## config.mk

```make
export PLATFORM = sky130hd
export DESIGN_NAME = cdb_rr_sched
export DESIGN_NICKNAME = d
export VERILOG_FILES = /design/src/rtl/cdb_rr_sched.sv
export SDC_FILE = /design/constraint.sdc
export NUM_CORES = 1
export LEC_CHECK = 0
export BUFFER_PORTS_ARGS = -buffer_cell sky130_fd_sc_hd__buf_2
export CAP_MARGIN = 25
export CORE_MARGIN = 1.5
export CORE_UTILIZATION = 48
export CTS_CLUSTER_DIAMETER = 40
export DETAILED_ROUTE_END_ITERATION = 16
export PLACE_DENSITY = 0.82
export SLEW_MARGIN = 20
export SYNTH_ARGS = -nofsm -noshare
export SYNTH_HDL_FRONTEND = slang
export SYNTH_SLANG_ARGS = --single-unit
```

## constraint.sdc

```tcl
create_clock -name clk -period 2.8 [get_ports clk]
set_input_delay 0.14 -clock clk [delete_from_list [all_inputs] [get_ports clk]]
set_output_delay 0.14 -clock clk [all_outputs]
set_load 0.1 [all_outputs]
```

## src/rtl/cdb_rr_sched.sv

```systemverilog
// Round-robin scheduler that grants one functional unit per cycle onto the common data bus,
// registers the winning result as the broadcast and counts valid broadcasts.
package cdb_rr_sched_pkg;

    typedef struct packed {
        logic [5:0]  tag;
        logic [31:0] value;
    } fu_cdb_data_t;

    typedef struct packed {
        logic         valid;
        fu_cdb_data_t data;
    } cdb_t;

endpackage

module cdb_rr_sched
    import cdb_rr_sched_pkg::*;
#(
    parameter int unsigned NUM_FU = 4
) (
    input  logic              clk,
    input  logic              rst,
    input  logic              flush,
    input  logic [NUM_FU-1:0] fu_done,
    input  fu_cdb_data_t      fu_output_data [NUM_FU],
    output logic [NUM_FU-1:0] ack,
    output cdb_t              cdb,
    output logic [31:0]       bcast_count
);

    localparam int unsigned PtrW = $clog2(NUM_FU);

    logic [PtrW-1:0]   r_rr_ptr;
    cdb_t              r_cdb;
    logic [31:0]       r_bcast_count;

    logic              w_active;
    logic              w_grant;
    logic [PtrW-1:0]   w_grant_idx;
    logic [PtrW:0]     w_sum;
    logic [PtrW-1:0]   w_ptr_next;
    logic [NUM_FU-1:0] w_ack;
    fu_cdb_data_t      w_sel_data;

    assign w_active = !rst && !flush;

    // Scan from the pointer upward with wrap; first requester wins.
    always_comb begin
        w_grant     = 1'b0;
        w_grant_idx = '0;
        w_sum       = '0;
        for (int unsigned k = 0; k < NUM_FU; k++) begin
            w_sum = {1'b0, r_rr_ptr} + (PtrW + 1)'(k);
            if (w_sum >= (PtrW + 1)'(NUM_FU)) begin
                w_sum = w_sum - (PtrW + 1)'(NUM_FU);
            end
            if (w_active && !w_grant && fu_done[w_sum[PtrW-1:0]]) begin
                w_grant     = 1'b1;
                w_grant_idx = w_sum[PtrW-1:0];
            end
        end
    end

    always_comb begin
        w_ack = '0;
        if (w_grant) begin
            w_ack[w_grant_idx] = 1'b1;
        end
    end

    assign w_ptr_next = (w_grant_idx == PtrW'(NUM_FU - 1)) ? '0 : w_grant_idx + PtrW'(1);

    // Only the granted FU's payload is selected, so other lanes never reach the bus.
    assign w_sel_data = fu_output_data[w_grant_idx];

    always_ff @(posedge clk or posedge rst) begin
        if (rst) begin
            r_rr_ptr      <= '0;
            r_cdb         <= '0;
            r_bcast_count <= '0;
        end else begin
            r_cdb.valid <= w_grant;
            if (w_grant) begin
                r_cdb.data    <= w_sel_data;
                r_rr_ptr      <= w_ptr_next;
                r_bcast_count <= r_bcast_count + 32'd1;
            end
        end
    end

    assign ack         = w_ack;
    assign cdb         = r_cdb;
    assign bcast_count = r_bcast_count;

endmodule

```

; Yosys cells after proc, flatten, opt, wreduce, memory -nomap -nowiden
; Cells that the tools add are included.
[word_totals]
wordCells = 68
reg_bits = 73
[op_classes]
muxes = 27
bitwise_logic = 1
n_eq_ne = 1
n_lt_le_gt_ge = 11
addsub = 9
n_reduce_logical = 14
[ops]
columns = cell, n
row1 = $bmux W38 S2, 1
row2 = $mux W38, 2
row3 = $add A32 B1 Y32 const B, 1
row4 = $mux W2, 9
row5 = $lt A2 B3 Y1 const B, 5
row6 = $ge A3 B3 Y1 const B, 4
row7 = $logic_and A1 B1 Y1, 9
row8 = $mux W1, 9
row9 = $bmux W1 S2, 4
row10 = $sub A2 B1 Y2 const B, 4
row11 = $add A2 B2 Y3 const B, 2
row12 = $logic_not A1 Y1, 5
row13 = $mux W4, 1
row14 = $add A2 B1 Y3 const B, 1
row15 = $ge A2 B3 Y1 const B, 1
row16 = $not A2 Y3, 1
row17 = $add A2 B1 Y2 const B, 1
row18 = $demux W1 S2, 1
row19 = $eq A2 B2 Y1 const B, 1
row20 = $ge A2 B1 Y1 const B, 1

; Depth between registers and ports, before layout
[logic_depth]
ltp_word = 23
depth_mapped = 12
depth_no_buf = 8

; Worst setup path before layout
; OpenSTA, ideal clock, no wires.
[synth_path]
kind = flip-flop to output port
startpoint = register r_rr_ptr[0]
endpoint = output port ack[2]
setup_slack_ps = -659
stages_incl_launch_ff = 10
t_arrival_ps = 3319
required_time_ps = 2660
n_path_buf = 3
path_cell_list = dfrtp_1 buf_2 and2b_2 o2111a_1 o31a_1 a21oi_1 buf_2 buf_6 inv_1 a21oi_1
[synth_between]
elab_chain_len = 23
[synth_rtl]
columns = element, line
row1 = from (decl), 34  ; logic [PtrW-1:0] r_rr_ptr;
row2 = from (signal assigned), 86  ; r_rr_ptr <= w_ptr_next;
row3 = $ge A2 B3 Y1 or $sub A2 B1 Y2 (tied branches), "55, 56"
row4 = $mux W2, 55  ; if (w_sum >= (PtrW + 1)'(NUM_FU)) begin
row5 = $bmux W1 S2, 58  ; if (w_active && !w_grant && fu_done[w_sum[PtrW-1:0]]) begin
row6 = $mux W1 (not written as such), 58
row7 = $logic_and A1 B1 Y1, 58
row8 = $mux W1, 58
row9 = $logic_not A1 Y1, 58
row10 = $logic_and A1 B1 Y1 (2 in a row), 58
row11 = [5 not listed], n/a
row12 = $logic_not A1 Y1, 58
row13 = $logic_and A1 B1 Y1 (2 in a row), 58
row14 = $mux W2, 58
row15 = $lt A2 B3 Y1 (not written as such) or $ge A2 B1 Y1 (tied branches), 68  ; w_ack[w_grant_idx] = 1'b1;
row16 = $logic_and A1 B1 Y1 (not written as such), 68
row17 = $mux W1 (not written as such), 68
row18 = $demux W1 S2, 68
row19 = $mux W4 (*), 67  ; if (w_grant) begin
row20 = to (decl), 27  ; output logic [NUM_FU-1:0] ack,
; Mark *: on every way between the ends. The rest lies on a longest branch, timed or not. The select of a mux whose other input is x is not followed.

; Final worst setup path
[layout_path]
startpoint = register r_rr_ptr[0]
endpoint = output port ack[3]
; The elaborated chain is that of the path after synthesis.

==> metrics.cfg <==
[timing]
worst_pin_slew_ps=752
fin_crit_ps=2690
setup_slack_ps=114
fin_setup_tns_ps=0
drv_slew=0
min_period_over_period=0.959
fmax_mhz=372
relSlewSlack=0.498
hold_violations=0
setup_viol=0
finClkSkew_ps=8.34
rsz0062_at_grt=no

[logic_synthesis]
synthAdderAreaFrac=0.00496
yosysUniqueCellTypes=57
synth_area_um2=5050
synth-xor-area-share=0.0538
synthArstFlopShare=1.00
synth_compound_area_frac=0.195
synth_seq_cells=73
synthCells=484
synth_mux_area_frac=0.0825
seq_area_frac_synth=0.362
synth-simple-area-share=0.238
ys_warn_count=0
synth_top_family_by_area=simple AND/OR/NAND/NOR gates
synth_fp_nets=645
synth-edff-count=0
ys.flop_type=dfrtp_1
avgSynthCellArea_um2=10.4

[layout]
num_antenna_cells=0
synthToLayoutAreaGrowth_pct=31.8
post-route-util=0.648
drive_gt1_frac=0.515
stdcell_count=853
fillers=825
final_nets=873

[worst_setup_path]
cp-end-kind=primary output
arrival_ps=2550
worst-path-max-fanout=10
crit_required_ps=2660
path_class=reg2out
crit_path_start_kind=register

[power]
p_sw_uw=3970
ir_worst_vdd_v=0.000851
cellPowerDensity_nw_per_um2=1060
pwr-share-clk=0.122
p_leak_uw=0.00324
pwr-share-comb=0.656
seqPwrFrac=0.222
p_int_uw=3070
finalPower_uw=7050
p_sw_frac=0.564

[floorplanning]
core_region_area_um2=10300
io_pins=234
die_area_um2=11100
die_w_um=106
row_count=37
start_util=0.491
die_h_um=106

[route]
wl_um=15600
drt_pass1_iterations=5
wl_per_cell_um=18.3
drc=0
drt_iter0_markers=385
via_per_inst=5.71
postRouteAntennaNets=0
vias=4871

[clock_network]
clkSinkCount=73
cts_buffer_depth=2
cts.clk_slew.worst_paths_ps=80
htreeDepth=3
cts_tree=built
clock-root-buffer=clkbuf_8
cts_made_buffers=9
clock_latency_ps=340

[global_routing]
grt-ovfl-total=0
antenna_found_initial=1
track_usage=0.270
grt_first_pass_wirelength_um=23800
grt_max_degree=43
grt_pass1_vias=4918

[placement]
port_buffers=233
dp.cells=828
dp_slack_ps=119
place_hpwl_um=10900
place_congestion=0.888

[worst_hold_path]
min-delay-path-class=in2reg

[run]
drv_cap=0

[run_status]
status=finished, final reports clean

[metal layers]
metal  wire length [µm]  track usage  vias up
met5                  0            0        -
met4                248       0.0811        0
met3               1060       0.0594       22
li1                   -            -     2254
met1               6410        0.325     2357
met2               7860        0.482      238
[sequential cells by signal, indices dropped and copies added (netlist names)]
name,flops
cdb,39
bcast_count,32
r_rr_ptr,2
[cells in the mapped netlist, drive strengths merged (2+ instances only)]
cell	instances	area, µm²
xor2	2	17.5
nor3	2	10.0
dfrtp	73	1830
xnor2	29	254
nand2b	2	12.5
a31oi	2	12.5
mux2i	39	390
and2	42	340
nor3b	5	37.5
a221oi	39	523
nand3	14	70.1
clkbuf	15	95.1
o22ai	38	300
nand2	15	56.3
buf	25	198
nor2	48	180
ha	2	25.0
and4	4	35.0
inv	7	26.3
and3	42	267
nand4	9	56.3
and2b	2	17.5
a21oi	5	25.0
or2	2	15.0
nand3b	2	15.0
nor4b	2	32.5
[critical path: stages (launching register included)]
cell     delay (ps)
dfrtp_2         480
buf_4           170
mux4_2          280
o211a_1         130
o31a_1          340
a21oi_4         170
inv_2            70
ha_1            180
and2b_2         210
buf_12          160
[layout make-up]
class                   instances  area, µm²  share of cell area
well taps                     136        170              0.0256
inverters                       7       26.3             0.00395
clock buffers                  10        138              0.0207
multi-input cells             364       2940               0.442
flip-flops and latches         73       1830               0.275
clock inverters                 6       67.6              0.0102
repair buffers                257       1480               0.223
[what timing repair did]
item / CTS / global route
pin swaps: 0 / 3
gates resized for setup: 1 / 4
setup endpoints to repair: 4 / 1
hold buffers: 1 / 0
buffers inserted: 1 / 7
endpoints found under the hold margin: 31 / 0
[power by group through the flow]
stage               clock (µW)  combinational, µW  sequential, µW
floorplan                    0               1790            3550
global placement             0               4490            1580
detailed placement           0               4570            1590
CTS                        878               4590            1560
global route               936               4820            1600
finish                     857               4620            1560
[logic make-up (layout without fill, tap and decap cells)]
group                    Yosys count  in the layout
multiplexers                      40             40
AO/OA/AOI/OAI                     95             95
XOR/XNOR                          31             31
flip-flops                        73             73
adder cells (fa/ha/maj)            2              2
AND/OR/NAND/NOR                  196            196
buffers and inverters             47            280
[through the flow]
| step | area, µm² | hold WS, ps |
|---|---|---|
| after detailed placement | 6380 | 341 |
| after CTS | 6600 | 62.6 |
| after floorplan | 5060 | 320 |
| after global placement | 6380 | 330 |
| after global routing | 6660 | 60.0 |
| final | 6660 | 83.6 |
[cell usage in the layout (no fill, tap or decap), types with 3 or more instances in the layout]
cell and instances:
and3_1 39, inv_2 3, o22ai_1 28, nor3b_1 5, xnor2_1 29, nand3_1 14, o22ai_2 10, buf_2 230
and4_1 4, and3_2 3, and2_1 10, dfrtp_1 72, inv_1 4, and2_4 30, a221oi_1 10, nand4_1 9
a221oi_2 29, buf_12 10, nor2_2 3, buf_4 16, nand2_1 14, clkbuf_8 10, mux2i_1 39, nor2_1 45
[path summary, 6_finish.rpt]
path	cells after the start	endpoint	start	slack (ps)
hold reg to reg	1	bcast_count[8]	bcast_count[8]	500
hold / removal	3	cdb[26]	fu_output_data[102]	80
max in group asynchronous	4	bcast_count[24]	rst	1600
setup / recovery	9	ack[3]	r_rr_ptr[0]	110
setup reg to reg	9	bcast_count[31]	r_rr_ptr[0]	160
min in group asynchronous	3	cdb[0]	rst	510
Power figures use the tool's default switching activity.
